===== config.mk =====
export PLATFORM = sky130hd
export DESIGN_NAME = material_table_db
export DESIGN_NICKNAME = d
export VERILOG_FILES = /design/src/rtl/material_pkg.sv /design/src/rtl/material_table_db_bank.sv /design/src/rtl/material_table_db.sv
export SDC_FILE = /design/constraint.sdc
export NUM_CORES = 2
export LEC_CHECK = 0
export BUFFER_PORTS_ARGS = -buffer_cell sky130_fd_sc_hd__buf_2
export CAP_MARGIN = 10
export CORE_MARGIN = 3
export CORE_UTILIZATION = 55
export DETAILED_ROUTE_END_ITERATION = 7
export PLACE_DENSITY = 0.7
export SYNTH_ARGS = -nofsm -noshare
export SYNTH_HDL_FRONTEND = slang
export SYNTH_SLANG_ARGS = --single-unit

===== constraint.sdc =====
create_clock -name clk -period 32.3 [get_ports clk]
set_input_delay 1.615 -clock clk [delete_from_list [all_inputs] [get_ports clk]]
set_output_delay 1.615 -clock clk [all_outputs]
set_load 0.1 [all_outputs]

===== src/rtl/material_pkg.sv =====
// Shared constants, entry layout helpers and commit FSM states for the
// double-buffered material table.
package material_pkg;

  localparam int unsigned FRAC_W  = 24;
  localparam int unsigned FIX_ONE = 32'd1 << FRAC_W;
  localparam int unsigned RGB_CH  = 3;
  localparam int unsigned AMB_OFF = 0;

  function automatic int unsigned rgb_w(input int unsigned color_w);
    return RGB_CH * color_w;
  endfunction

  function automatic int unsigned entry_w(input int unsigned color_w);
    return 9 * color_w + 1;
  endfunction

  function automatic int unsigned dif_off(input int unsigned color_w);
    return rgb_w(color_w);
  endfunction

  function automatic int unsigned refl_off(input int unsigned color_w);
    return 2 * rgb_w(color_w);
  endfunction

  function automatic int unsigned isd_off(input int unsigned color_w);
    return 3 * rgb_w(color_w);
  endfunction

  typedef enum logic [1:0] {
    IDLE  = 2'd0,
    SCAN  = 2'd1,
    DRAIN = 2'd2
  } commit_state_e;

endpackage


===== src/rtl/material_table_db_bank.sv =====
// Material storage: NUM_MATS entries, one synchronous write port and NUM_RD
// registered read-before-write read ports; out-of-range reads return zero.
module material_bank
  import material_pkg::*;
#(
  parameter int unsigned NUM_MATS     = 8,
  parameter int unsigned COLOR_W      = 32,
  parameter int unsigned NUM_RD       = 1,
  parameter bit          INIT_DEFAULT = 1'b0,
  localparam int unsigned ID_W        = $clog2(NUM_MATS),
  localparam int unsigned ENTRY_W     = entry_w(COLOR_W)
) (
  input  logic                      clk,
  input  logic                      rst,
  input  logic                      wr_en,
  input  logic [ID_W-1:0]           wr_id,
  input  logic [ENTRY_W-1:0]        wr_data,
  input  logic [NUM_RD*ID_W-1:0]    rd_id,
  output logic [NUM_RD*ENTRY_W-1:0] rd_data
);

  localparam int unsigned DIF_OFF = dif_off(COLOR_W);
  localparam int unsigned ISD_OFF = isd_off(COLOR_W);

  function automatic logic [ENTRY_W-1:0] init_entry(input int unsigned idx);
    logic [ENTRY_W-1:0] e;
    e = '0;
    if (INIT_DEFAULT && idx < RGB_CH) begin
      for (int unsigned c = 0; c < RGB_CH; c++) begin
        e[AMB_OFF + c*COLOR_W +: COLOR_W] = COLOR_W'(FIX_ONE);
      end
      e[DIF_OFF + idx*COLOR_W +: COLOR_W] = COLOR_W'(FIX_ONE);
      e[ISD_OFF] = 1'b1;
    end
    return e;
  endfunction

  logic [ENTRY_W-1:0]        mem [NUM_MATS];
  logic [NUM_RD*ENTRY_W-1:0] rd_q, rd_d;

  // Entries hold value XOR power-up image, so all-zero storage reads as the default table.
  for (genvar g = 0; g < NUM_MATS; g++) begin : g_ent
    localparam logic [ENTRY_W-1:0] IMG = init_entry(g);
    logic [ENTRY_W-1:0] ent_q, ent_d;

    always_comb begin
      ent_d = ent_q;
      if (wr_en && wr_id == ID_W'(g)) ent_d = wr_data ^ IMG;
    end

    always_ff @(posedge clk) ent_q <= ent_d;

    assign mem[g] = ent_q ^ IMG;
  end

  always_comb begin
    rd_d = '0;
    for (int unsigned p = 0; p < NUM_RD; p++) begin
      if (32'(rd_id[p*ID_W +: ID_W]) < NUM_MATS) begin
        rd_d[p*ENTRY_W +: ENTRY_W] = mem[rd_id[p*ID_W +: ID_W]];
      end
    end
  end

  always_ff @(posedge clk) begin
    if (rst) rd_q <= '0;
    else     rd_q <= rd_d;
  end

  assign rd_data = rd_q;

endmodule


===== src/rtl/material_table_db.sv =====
// Double-buffered material table: host writes go to a shadow bank; a commit
// copies dirty entries into the active bank one per cycle while reads continue.
module material_table_db
  import material_pkg::*;
#(
  parameter int unsigned NUM_MATS = 8,
  parameter int unsigned COLOR_W  = 32,
  parameter int unsigned NUM_RD   = 2,
  localparam int unsigned ID_W    = $clog2(NUM_MATS),
  localparam int unsigned ENTRY_W = entry_w(COLOR_W),
  localparam int unsigned RGB_W   = rgb_w(COLOR_W)
) (
  input  logic                    clk,
  input  logic                    rst,
  input  logic                    wr_en,
  input  logic [ID_W-1:0]         wr_id,
  input  logic [ENTRY_W-1:0]      wr_data,
  input  logic                    commit_req,
  output logic                    busy,
  output logic                    commit_done,
  input  logic [NUM_RD*ID_W-1:0]  rd_id,
  output logic [NUM_RD*RGB_W-1:0] rd_ambient,
  output logic [NUM_RD*RGB_W-1:0] rd_diffuse,
  output logic [NUM_RD*RGB_W-1:0] rd_reflection,
  output logic [NUM_RD-1:0]       rd_is_diffuse
);

  localparam int unsigned DIF_OFF  = dif_off(COLOR_W);
  localparam int unsigned REFL_OFF = refl_off(COLOR_W);
  localparam int unsigned ISD_OFF  = isd_off(COLOR_W);

  commit_state_e             state_q, state_d;
  logic [ID_W-1:0]           ptr_q, ptr_d;
  logic [NUM_MATS-1:0]       dirty_q, dirty_d, snap_q, snap_d, wr_bit;
  logic                      pending_q, pending_d;
  logic                      busy_q, busy_d, done_q, done_d;
  logic                      stage_vld_q, stage_vld_d;
  logic [ID_W-1:0]           stage_id_q, stage_id_d;
  logic                      start;
  logic [ENTRY_W-1:0]        stage_data;
  logic [NUM_RD*ENTRY_W-1:0] act_rd;

  assign wr_bit = (wr_en && 32'(wr_id) < NUM_MATS) ? (NUM_MATS'(1) << wr_id) : '0;
  assign start  = (state_q == IDLE) && (commit_req || pending_q);

  always_ff @(posedge clk) begin
    if (rst) begin
      state_q     <= IDLE;
      ptr_q       <= '0;
      dirty_q     <= '0;
      snap_q      <= '0;
      pending_q   <= 1'b0;
      busy_q      <= 1'b0;
      done_q      <= 1'b0;
      stage_vld_q <= 1'b0;
      stage_id_q  <= '0;
    end else begin
      state_q     <= state_d;
      ptr_q       <= ptr_d;
      dirty_q     <= dirty_d;
      snap_q      <= snap_d;
      pending_q   <= pending_d;
      busy_q      <= busy_d;
      done_q      <= done_d;
      stage_vld_q <= stage_vld_d;
      stage_id_q  <= stage_id_d;
    end
  end

  always_comb begin
    state_d = state_q;
    unique case (state_q)
      IDLE:    if (start) state_d = SCAN;
      SCAN:    if (ptr_q == ID_W'(NUM_MATS - 1)) state_d = DRAIN;
      DRAIN:   state_d = IDLE;
      default: state_d = IDLE;
    endcase
  end

  // Dirty tracking, scan pointer and the copy stage feeding the active bank.
  always_comb begin
    dirty_d     = dirty_q | wr_bit;
    snap_d      = snap_q;
    ptr_d       = ptr_q;
    pending_d   = pending_q;
    stage_vld_d = 1'b0;
    stage_id_d  = ptr_q;
    if (start) begin
      snap_d    = dirty_q;
      dirty_d   = wr_bit;
      ptr_d     = '0;
      pending_d = 1'b0;
    end else if (state_q != IDLE && commit_req) begin
      pending_d = 1'b1;
    end
    if (state_q == SCAN) begin
      stage_vld_d = snap_q[ptr_q];
      ptr_d       = ptr_q + ID_W'(1);
    end
    busy_d = (state_d != IDLE);
    done_d = (state_q == DRAIN);
  end

  assign busy        = busy_q;
  assign commit_done = done_q;

  material_bank #(
    .NUM_MATS(NUM_MATS), .COLOR_W(COLOR_W), .NUM_RD(1), .INIT_DEFAULT(1'b0)
  ) u_shadow (
    .clk(clk), .rst(rst), .wr_en(wr_en), .wr_id(wr_id), .wr_data(wr_data),
    .rd_id(ptr_q), .rd_data(stage_data)
  );

  // A reset edge must not land the in-flight stage in the active bank.
  material_bank #(
    .NUM_MATS(NUM_MATS), .COLOR_W(COLOR_W), .NUM_RD(NUM_RD), .INIT_DEFAULT(1'b1)
  ) u_active (
    .clk(clk), .rst(rst), .wr_en(stage_vld_q && !rst), .wr_id(stage_id_q),
    .wr_data(stage_data), .rd_id(rd_id), .rd_data(act_rd)
  );

  for (genvar p = 0; p < NUM_RD; p++) begin : g_port
    assign rd_ambient[p*RGB_W +: RGB_W]    = act_rd[p*ENTRY_W + AMB_OFF +: RGB_W];
    assign rd_diffuse[p*RGB_W +: RGB_W]    = act_rd[p*ENTRY_W + DIF_OFF +: RGB_W];
    assign rd_reflection[p*RGB_W +: RGB_W] = act_rd[p*ENTRY_W + REFL_OFF +: RGB_W];
    assign rd_is_diffuse[p]                = act_rd[p*ENTRY_W + ISD_OFF];
  end

endmodule


==> results by group <==
STA
  • Setup WS post-layout: 26.16 ns
  • Least-Margin Pin Slew: 1.18 ns
  • RSZ-0062 raised after global routing: false
  • Final slew viol count: 0
  • Max Clock Freq: 0.163 GHz
  • Slew HR: a little over a fifth
  • Part of the cycle the worst path needs: 19.0%
  • Clock period minus final worst setup slack: 6.14 ns
  • Final setup vio count: 0
  • Clock Skew: 0.0309 ns
  • Setup TNS Final: 0 ns
  • Final Hold Fails: 0

Setup path
  • R2r setup slk: 26.77 ns
  • Slowest CP cell: buf_4
  • WP depth: 7
  • CP Capture Type: register
  • Buf+Inv Stages, Crit Path: 5
  • Delay-heaviest family, CP: buffers and inverters
  • Largest stage delay on the critical path: roughly 0.91 ns
  • Worst Path Max Fanout: 65
  • Setup crit end: u_active.g_ent[6].ent_q[185]
  • CP arrival: 6.77 ns
  • Worst reg2reg path endpoint: u_active.g_ent[6].ent_q[185]
  • Setup CP Type: input pin to register
  • Cell chain of the critical path: buf_8, or3b_2, nor2_4, buf_4, buf_4, buf_4, buf_4
  • Crit start category: input pin
  • Top cell by count, worst path: buf_4
  • R2r startpoint: stage_vld_q
  • Crit. Startpoint: rst
  • WP data required: roughly 33 ns
  • R2R cell count: 6

Power and ir drop
  • Leak: 79.7 nW
  • Final Power: 0.0155 W
  • Pwr dens: 64.9 nW/µm²
  • Internal power: 0.0120 W
  • Sw Pwr: 0.00356 W
  • Peak supply drop: between 0.06 and 0.07 mV
  • Reg power frac: 51.6%
  • Comb pwr share: 7.1%
  • Switching share of total power: a little under a quarter
  • Clock Power Share: approximately 41%

Clocking
  • Clk sinks: roughly 5500
  • CTS clock-pin slew for the worst setup and hold paths: 0.06 ns
  • H-tree level count: 6
  • CTS tree: built
  • Clock Latency Late Sink: 1.02 ns
  • Clk root buf: clkbuf_16
  • Post-CTS sizing: 0
  • Setup bufs post-CTS: 0
  • CTS Buf Count: between 500 and 600
  • Max Root-Sink Buffers: 4
  • Hold-fix buffers, CTS: 0

Synthesis
  • Post-synth EDFFs: 4624
  • Yosys top cell area share: 65.6%
  • Net Count, Synth: 10100
  • Commonest cells in the synthesized netlist: 4624 x edfxtp_1, 1712 x mux4_2, 895 x dfxtp_1
  • Seq/Total Area, Yosys: about three quarters
  • Netlist cell types: 34
  • Most frequent cell after synthesis: edfxtp_1
  • Dominant synthesized flop cell: edfxtp_1
  • Yosys warnings: 0
  • Mapped Cells: 9765
  • Leading post-synthesis cells by cell area: edfxtp_1 66%, mux4_2 18%, dfxtp_1 8.5%
  • Synth async-reset ratio: 0%
  • Flops & latches, synth: 5519
  • Top cell type by total area after synthesis: edfxtp_1
  • Mean area per synthesized cell: roughly 22 µm²
  • Syn Std Cell Area: 212000 µm²

Routing
  • DRT iter0 DRCs: 10700
  • Via count: around 100k
  • Drt first pass iters: 5
  • DR WL/cell: between 30 and 40 µm
  • Routed WL: 513 mm
  • DRC viols: 0
  • DR vias/cell: 6.27
  • Post-route ant nets: 0

Min path
  • Hold WC Path Type: register to register
  • Hold Crit Depth: 2

Final layout
  • Layout cells sized above 1: 32.2%
  • Util after Layout: 62.6%
  • Synthesis-to-layout area growth: 13.3%
  • Final instance area: 240000 µm²
  • Final nets: 11100

Global routing
  • Total grt overflow: 0
  • Largest net degree at the start of global routing: 167
  • Vias in the first global route: roughly 110k
  • Total Routing Usage GR: a little over a quarter
  • First-pass GRT wire length: 745 mm
  • Initial antenna violation count: 189

Floorplan
  • I/O Pins: roughly 900
  • Area of the die: 392000 µm²
  • Die Y: 626 µm
  • Core area: roughly 380000 µm²
  • FP Rows: 227
  • Initial Util: 55.3%
  • Die Wd: 626 µm

Flow run
  • Max cap viols: 0

Placed design
  • Post-DP Area: 221000 µm²
  • DP Worst Slack: approximately 25 ns
  • IO buf count: roughly 880
  • GPL Wtd Cong: 0.777
  • Detailed Place HPWL: between 200 and 300 mm

Outcome
  • Status: finished clean
==> routing by layer <==
layer	GRT usage [%]	up-vias	routed length (µm)
li1	-	42500	-
met1	34.4	55200	193000
met2	43.1	4363	259000
met3	4.64	1010	38800
met4	11.7	60	22000
met5	0	-	379
==> cell families (layout without fill, tap and decap cells) <==
group | after synthesis | in the layout | synth area share, %
flip-flops | 5519 | 5519 | 74.1
AO/OA/AOI/OAI | 80 | 80 | 0.247
multiplexers | 2578 | 2578 | 22.3
buffers and inverters | 616 | 2123 | 1.50
adder cells (fa/ha/maj) | 2 | 2 | 0.0118
other | 0 | 121 | 0
AND/OR/NAND/NOR | 970 | 970 | 1.80
==> per-stage QoR <==
step | hold WS (ns) | std cells
after floorplan | 0.440 | 9765
after global placement | 0.459 | 15300
after detailed placement | 0.460 | 15300
after CTS | 0.467 | 16300
after global routing | 0.484 | 16400
final | 0.472 | 16400
==> sequential cells by signal (all words and copies together), names as in the netlist, 2 cells and up <==
name	flops
u_active.g_ent.ent_q	2312
u_shadow.g_ent.ent_q	2312
u_active.rd_data	578
u_shadow.rd_data	289
dirty_q	8
snap_q	8
ptr_q	3
stage_id_q	3
state_q	2
==> power groups by stage <==
stage          logic [W]  clock network (W)  registers, W
6_report         0.00110            0.00643       0.00802
4_1_cts          0.00111            0.00653       0.00802
5_1_grt          0.00116            0.00683       0.00803
2_1_floorplan   0.000503                  0       0.00848
3_3_place_gp     0.00110                  0       0.00815
3_5_place_dp     0.00111                  0       0.00817
==> worst min-delay path, stage by stage, from the launching register on <==
cell,delay (ns)
dfxtp_1,0.31
nand3_1,0.06
a21oi_1,0.06
==> how the worst min path moves through the flow <==
stage                from         to  slack (ns)
3_5_place_dp   dirty_q[5]  snap_q[5]        0.46
5_1_grt         snap_q[5]  snap_q[5]        0.48
2_1_floorplan  dirty_q[0]  snap_q[0]        0.44
6_report       dirty_q[4]  snap_q[4]        0.47
3_3_place_gp   dirty_q[0]  snap_q[0]        0.46
4_1_cts        dirty_q[5]  snap_q[5]        0.47
==> area by class of cell <==
cell class	instances	area, µm²
multi-input combinational	3630	51600
tap	5038	6300
sequential	5519	157000
timing repair buffer	1067	6090
clock inverter	259	2710
inverter	17	124
fill	25700	143000
antenna	121	303
clock buffer	780	15700
==> placed cells by master, fill, tap and decap left out, types with 14 or more instances in the layout <==
cell type / instances
edfxtp_1: 4624
mux4_2: 1712
dfxtp_1: 892
nor2_1: 888
buf_2: 874
mux2i_1: 854
clkbuf_16: 576
buf_4: 169
clkbuf_1: 149
diode_2: 121
clkinv_2: 90
clkinv_1: 68
clkbuf_8: 55
bufinv_16: 39
a211oi_1: 28
a21oi_1: 20
clkinv_8: 20
buf_12: 17
o21ai_0: 16
nor2b_1: 15
inv_6: 14
Power figures use the tool's default switching activity.
